File: src/rtl/score_controller.sv
// Penalty-game score keeper: accepts resolved shots, holds each result for display,
// then reports the shot index and running save count.
package game_pkg;
  typedef enum logic [2:0] {START, KEEPER, SHOOTER, WINNER, LOOSER} g_state;
  typedef enum logic {SOLO, MULTI} g_mode;
endpackage

module score_controller
  import game_pkg::*;
#(
  parameter int unsigned HOLD_CYCLES = 65_000_000,
  parameter int unsigned ROUNDS      = 5
) (
  input  logic       clk,
  input  logic       rst,
  input  g_state     game_state,
  input  g_mode      game_mode,
  input  logic       shot_valid,
  input  logic       shot_saved,
  output logic       is_scored,
  output logic [3:0] round_counter,
  output logic [2:0] score,
  output logic       last_saved,
  output logic       busy
);

  localparam int unsigned     HOLD_W    = (HOLD_CYCLES > 1) ? $clog2(HOLD_CYCLES) : 1;
  localparam logic [HOLD_W-1:0] HOLD_LOAD = HOLD_W'(HOLD_CYCLES - 1);
  localparam logic [3:0]      LAST_IDX  = 4'(ROUNDS - 1);
  localparam logic [2:0]      SCORE_MAX = 3'd7;

  typedef enum logic [2:0] {IDLE, ARMED, HOLD, REPORT, DONE} state_t;

  state_t            r_state;
  logic [HOLD_W-1:0] r_hold;
  logic [3:0]        r_shot_idx;
  logic [3:0]        r_round;
  logic [2:0]        r_score;
  logic              r_is_scored;
  logic              r_last_saved;
  logic              r_busy;

  logic w_game_over;
  logic w_unused_mode;

  assign w_game_over   = (game_state == WINNER) || (game_state == LOOSER);
  // Mode has no effect on counting; kept on the port for the display path.
  assign w_unused_mode = (game_mode == MULTI);

  always_ff @(posedge clk or negedge rst) begin
    if (!rst) begin
      r_state      <= IDLE;
      r_hold       <= '0;
      r_shot_idx   <= '0;
      r_round      <= '0;
      r_score      <= '0;
      r_is_scored  <= 1'b0;
      r_last_saved <= 1'b0;
      r_busy       <= 1'b0;
    end else if (game_state == START) begin
      // Clear wins over any shot or report landing in the same cycle.
      r_state      <= IDLE;
      r_hold       <= '0;
      r_shot_idx   <= '0;
      r_round      <= '0;
      r_score      <= '0;
      r_is_scored  <= 1'b0;
      r_last_saved <= 1'b0;
      r_busy       <= 1'b0;
    end else begin
      r_is_scored <= 1'b0;
      case (r_state)
        IDLE: begin
          if ((game_state == KEEPER) || (game_state == SHOOTER)) begin
            r_state <= ARMED;
          end
        end
        ARMED: begin
          if (w_game_over) begin
            r_state <= DONE;
          end else if (shot_valid) begin
            r_last_saved <= shot_saved;
            r_hold       <= HOLD_LOAD;
            r_busy       <= 1'b1;
            r_state      <= HOLD;
          end
        end
        HOLD: begin
          // An accepted shot always runs through its report, even if the game ends.
          if (r_hold == '0) begin
            r_state     <= REPORT;
            r_is_scored <= 1'b1;
            r_round     <= r_shot_idx;
            if (r_last_saved && (r_score != SCORE_MAX)) begin
              r_score <= r_score + 3'd1;
            end
          end else begin
            r_hold <= r_hold - HOLD_W'(1);
          end
        end
        REPORT: begin
          r_busy <= 1'b0;
          if (w_game_over || (r_shot_idx == LAST_IDX)) begin
            r_state <= DONE;
          end else begin
            r_shot_idx <= r_shot_idx + 4'd1;
            r_state    <= ARMED;
          end
        end
        DONE: begin
          r_state <= DONE;
        end
        default: begin
          r_state <= IDLE;
        end
      endcase
    end
  end

  assign is_scored     = r_is_scored;
  assign round_counter = r_round;
  assign score         = r_score;
  assign last_saved    = r_last_saved;
  assign busy          = r_busy;

endmodule
File: config.mk
export PLATFORM = sky130hd
export DESIGN_NAME = score_controller
export DESIGN_NICKNAME = d
export VERILOG_FILES = /design/src/rtl/score_controller.sv
export SDC_FILE = /design/constraint.sdc
export NUM_CORES = 1
export LEC_CHECK = 0
export CORE_AREA = 5 5 101 103
export DETAILED_ROUTE_END_ITERATION = 7
export DIE_AREA = 0 0 106 108
export HOLD_SLACK_MARGIN = 0.1
export PLACE_DENSITY = 0.5
export SETUP_SLACK_MARGIN = 0.2
export SYNTH_ARGS = -nofsm -noshare
export SYNTH_HDL_FRONTEND = slang
export SYNTH_SLANG_ARGS = --single-unit
File: constraint.sdc
create_clock -name clk -period 3.6 [get_ports clk]
set_input_delay 0.72 -clock clk [delete_from_list [all_inputs] [get_ports clk]]
set_output_delay 0.72 -clock clk [all_outputs]
set_load 0.03 [all_outputs]
==> results of run 1 <==
[worst reg2reg max path, stage by stage, from the launching register on]
cell	delay, ns
dfrtp_1	0.41
inv_1	0.10
ha_1	0.22
or3b_2	0.54
nor4_4	0.35
a21oi_1	0.16
nor2_2	0.67
o211ai_1	0.21
[through the flow]
step / hold slack [ns] / power [uW] / worst slack, ns / instances / utilization
4_1_cts: 0.5219 / 2202 / 0.7601 / 428 / 0.3346
3_5_place_dp: 0.5023 / 1884 / 0.4461 / 420 / 0.3257
3_3_place_gp: 0.5072 / 1873 / 0.4719 / 420 / 0.3257
6_report: 0.5237 / 2185 / 0.7437 / 428 / 0.3346
5_1_grt: 0.5365 / 2385 / 0.5549 / 428 / 0.3346
2_1_floorplan: 0.4244 / 1599 / 1.326 / 301 / -
[metal layers]
layer | vias up | global-route usage | share of wire
li1 | 1176 | - | -
met1 | 1174 | 0.1916 | 0.50
met2 | 53 | 0.1985 | 0.44
met3 | 6 | 0.02209 | 0.043
met4 | 0 | 0.04440 | 0.014
met5 | - | 0 | 0
[layout make-up]
cell class | count | area (um2)
fill | 972 | 6061
multi-input combinational | 234 | 1506
sequential | 43 | 1076
timing repair buffer | 24 | 215.2
tap | 111 | 138.9
clock buffer | 7 | 76.32
inverter | 8 | 30.03
clock inverter | 1 | 5.005
[flip-flops by register name (all words and copies together), names as in the netlist]
signal and count:
r_hold 26, r_shot_idx 4, round_counter 4, r_state 3
score 3, busy 1, is_scored 1, last_saved 1
[synth_stat cells, types with 3 or more instances]
library cell	number	area share
o21ai_1	8	0.015
xnor2_1	3	0.0097
or3b_2	4	0.013
nor4_1	5	0.012
o21ai_0	24	0.044
or4_1	5	0.014
nand3b_1	3	0.0083
ha_1	5	0.023
o31a_1	3	0.0097
nand2_1	24	0.033
clkbuf_1	8	0.011
o41ai_1	4	0.013
inv_1	8	0.011
nor3b_1	3	0.0083
a31oi_1	3	0.0069
dfrtp_1	43	0.40
or2_2	3	0.0069
nor3_1	8	0.015
o211ai_1	15	0.042
nor2b_1	3	0.0069
o22ai_1	10	0.023
mux2i_1	5	0.019
a21oi_1	11	0.020
o31ai_1	13	0.036
nand3_1	10	0.019
buf_6	3	0.013
nor2_1	27	0.038
o21a_1	3	0.0083
nor4_4	3	0.024
[cell families (layout without fill, tap and decap cells)]
logic type / Yosys count / in the layout / synth area share
simple gates: 112 / 112 / 0.2362
buf+inv: 24 / 40 / 0.04585
xor+xnor: 4 / 4 / 0.01297
fa+ha+maj: 5 / 5 / 0.02316
compound gates: 108 / 108 / 0.2649
mux: 5 / 5 / 0.01853
flops: 43 / 43 / 0.3983
[report_power, final]
group          total [uW]  internal [uW]  leakage, uW  switching [uW]
Combinational        1040            419     0.000587             618
Clock                 306            137    0.0000422             170
Sequential            842            642     0.000550             200
Total                2190           1200      0.00118             987
[final timing paths]
check	from	to	slack, ns	depth (start not counted)
max in group asynchronous	rst	round_counter[0]$_DFFE_PN0P_	2.37	1
worst max-delay path	game_state[2]	r_hold[18]$_DFFE_PN0P_	0.74	6
min in group asynchronous	rst	r_hold[11]$_DFFE_PN0P_	0.60	1
worst max register to register	r_hold[0]$_DFFE_PN0P_	r_hold[18]$_DFFE_PN0P_	0.80	7
worst min register to register	busy$_DFFE_PN0P_	busy$_DFFE_PN0P_	0.52	2
worst min-delay path	busy$_DFFE_PN0P_	busy$_DFFE_PN0P_	0.52	2
==> out/metrics.csv, run 1 <==
metric,value,unit
first_pass_iters,4,
slowest_delay,0.65,ns
gp_congestion,0.7847,
worst_pin_slew,1.025,ns
synthFlopType,dfrtp_1,
insertion_delay,0.30,ns
viasPerCell,5.629,
crit_type,in2reg,
rsz0062_at_grt,false,
path_max_fanout,15,
ys_seq_area_frac,0.3983,
slew_headroom,0.3167,
clkTransAtPathRegs,0.09,ns
clock-sinks,43,
cts_setup_buffers,0,
wl_per_cell,17.11,um
layout_common_cells,"43 x dfrtp_1, 27 x nor2_1, 24 x nand2_1, 24 x o21ai_0",
boundaryPins,18,
antenna_found_initial,0,
period_share,0.7934,
post_cts_resized,0,
peakVddDrop,277.6,uV
die_area,0.01145,mm2
chipHeight,108,um
cts_root_buffer,clkbuf_8,
drtIter0Drc,167,
min_period,2.856,ns
synth_nets,314,
tns,0,ns
finalSetupViolations,0,
synthDistinctLibCells,54,
clock-skew-final,0.01454,ns
core-area,0.009109,mm2
die_w,106,um
power_density,717.0,mW/mm2
crit_family,simple AND/OR/NAND/NOR gates,
dp_hpwl,4.827,mm
final_max_slew_viol_count,0,
grt_pass1_wl,12.03,mm
via_count,2409,
ctsHoldBuffers,0,
end_kind,flop,
htreeDepth,2,
grt_max_degree,44,
grt_overflow,0,
drtAntennaViolNets,0,
track_usage,0.1319,
syn_avg_cell_area,8.975,um2
finalHoldViolCount,0,
synth_edf_count,0,
p_leak,0.001179,uW
cts_buffers,5,
dpl_cell_area,0.002967,mm2
hold_class,reg2reg,
async_flop_share,1.000,
nets,329,
crit_buf_inv,1,
crit_slowest_cell,nor2_2,
crit_chain,clkdlybuf4s50_1 -> or3b_2 -> o21ai_0 -> nor3_2 -> nor2_2 -> o211ai_1,
drive_gt1_frac,0.1073,
status,"finished, final reports clean",
routed_wirelength,7.322,mm
maxCapViolCount,0,
max_freq,350.1,MHz
mostFrequentLayoutCell,dfrtp_1,
synth.ff_latch_count,43,
synthToLayoutAreaGrowth,12.83,%
netlist_area,0.002701,mm2
drc_errors,0,
start_kind,input pin,
ys_warn_count,0,
cts_tree,done,
start_util,0.2966,
synthCells,301,
portBuffers,16,
required,3.74,ns
crit_arrival,2.99,ns
rows,35,
diodes,0,
grt_pass1_vias,2285,
final_area,0.003048,mm2
cts_buffer_depth,2,
No activity file was read; power rests on OpenSTA's default activity.
==> inputs of run 2 (changes only) <==
==> constraint.sdc (replaced) <==
create_clock -name clk -period 2.9 [get_ports clk]
set_input_delay 0.58 -clock clk [delete_from_list [all_inputs] [get_ports clk]]
set_output_delay 0.58 -clock clk [all_outputs]
set_load 0.03 [all_outputs]
==> out/metrics.csv, run 2 (same netlist as run 1, synthesis figures left out) <==
metric,value,unit,change
track_usage,0.1331,,+0.001210
nets,343,,+4.3%
start_kind,flop,,
crit_family,simple AND/OR/NAND/NOR gates,,
crit_arrival,2.66,ns,-0.33 ns
cts_root_buffer,clkbuf_8,,
rows,35,,unchanged
crit_chain,inv_1 -> ha_1 -> or3b_2 -> nor4_4 -> a21oi_2 -> buf_4 -> o22ai_1 -> o211ai_1,,
grt_overflow,0,,unchanged
top_register,r_hold,,
first_pass_iters,4,,unchanged
final_area,0.003227,mm2,+5.9%
htreeDepth,2,,unchanged
start_util,0.2966,,unchanged
rsz0062_at_grt,false,,
dpl_cell_area,0.003084,mm2,+4.0%
final_max_slew_viol_count,0,,unchanged
crit_type,reg2reg,,
path_max_fanout,8,,-7
core-area,0.009109,mm2,unchanged
clock-sinks,43,,unchanged
die_w,106,um,unchanged
chipHeight,108,um,unchanged
cts_buffers,5,,unchanged
post_cts_resized,0,,unchanged
insertion_delay,0.30,ns,about the same
period_share,0.8599,,
status,"finished, final reports clean",,
tns,0,ns,unchanged
boundaryPins,18,,unchanged
slowest_delay,0.54,ns,-0.11 ns
routed_wirelength,7.292,mm,-0.41%
holdWs,0.2567,ns,-0.2671 ns
mostFrequentLayoutCell,dfrtp_1,,
worst_pin_slew,0.6971,ns,-0.3279 ns
hold_class,in2async,,
largest_reg_flops,26,,unchanged
maxCapViolCount,0,,unchanged
viasPerCell,5.541,,-1.6%
ctsHoldBuffers,0,,unchanged
postLayoutCoreUtil,0.3543,,+0.01964
cts_buffer_depth,2,,unchanged
power_density,923.7,mW/mm2,+29%
crit_slowest_cell,or3b_2,,
drive_gt1_frac,0.1511,,+0.04380
gp_congestion,0.7792,,-0.70%
crit_buf_inv,2,,+1
finalSetupViolations,0,,unchanged
portBuffers,16,,unchanged
synthToLayoutAreaGrowth,19.45,%,
required,3.07,ns,-0.67 ns
preCtsSetupSlack,-0.01979,ns,-0.4659 ns
grt_pass1_vias,2353,,+3.0%
diodes,0,,unchanged
max_freq,401.0,MHz,
cts_tree,done,,
wl_per_cell,16.50,um,-3.6%
die_area,0.01145,mm2,unchanged
p_leak,0.001276,uW,+8.2%
n_fill_cell,910,,-6.4%
end_kind,flop,,
finalHoldViolCount,0,,unchanged
drc_errors,0,,unchanged
dp_hpwl,5.124,mm,+6.2%
cts_setup_buffers,0,,unchanged
drtAntennaViolNets,0,,unchanged
peakVddDrop,448.7,uV,+62%
grt_max_degree,26,,-41%
via_count,2449,,+1.7%
fin_ws,0.4062,ns,-0.3375 ns
grt_pass1_wl,12.27,mm,+2.0%
layout_common_cells,"43 x dfrtp_1, 27 x nor2_1, 24 x nand2_1, 24 x o21ai_0, 21 x buf_4",,
slew_headroom,0.5338,,+0.2171
antenna_found_initial,0,,unchanged
clock-skew-final,0.01084,ns,-0.003702 ns
drtIter0Drc,148,,-11%
clkTransAtPathRegs,0.08,ns,about the same
min_period,2.494,ns,
==> run 2: path summary, 6_finish.rpt <==
check                                       start                     end  cells after the start  slack (ns)
min in group clk           r_hold[21]$_DFFE_PN0P_  r_hold[21]$_DFFE_PN0P_                      1        0.52
max in group asynchronous                     rst   r_hold[8]$_DFFE_PN0P_                      2        1.94
hold reg to reg            r_hold[21]$_DFFE_PN0P_  r_hold[21]$_DFFE_PN0P_                      1        0.52
setup reg to reg            r_hold[0]$_DFFE_PN0P_  r_hold[17]$_DFFE_PN0P_                      8        0.41
setup / recovery            r_hold[0]$_DFFE_PN0P_  r_hold[17]$_DFFE_PN0P_                      8        0.41
hold / removal                                rst  r_hold[25]$_DFFE_PN0P_                      1        0.26
==> run 2: metal layers <==
| metal | share of wire | GRT usage | up-vias |
|---|---|---|---|
| li1 | - | - | 1203 |
| met1 | 0.49 | 0.1822 | 1202 |
| met2 | 0.47 | 0.2163 | 39 |
| met3 | 0.030 | 0.02507 | 5 |
| met4 | 0.0099 | 0.03608 | 0 |
| met5 | 0 | 0 | - |
==> run 2: area by class of cell <==
type                            instances  area, um2  area share
Clock inverter                          2      60.06     0.01861
Clock buffer                            6      72.57     0.02249
Timing Repair Buffer                   38      332.8      0.1031
Tap cell                              111      138.9     0.04304
Sequential cell                        43       1076      0.3335
Multi-Input combinational cell        234       1516      0.4699
Inverter                                8      30.03    0.009306
==> run 2: where the power goes <==
part / switching, uW / internal (uW)
Clock: 216 / 345
Combinational: 784 / 586
Sequential: 252 / 797
Total: 1250 / 1730
==> run 2: metrics by stage <==
stage	total power, uW	std cells
2_1_floorplan	1984	301
3_3_place_gp	2397	434
3_5_place_dp	2416	434
4_1_cts	2987	442
5_1_grt	3198	442
6_report	2981	442
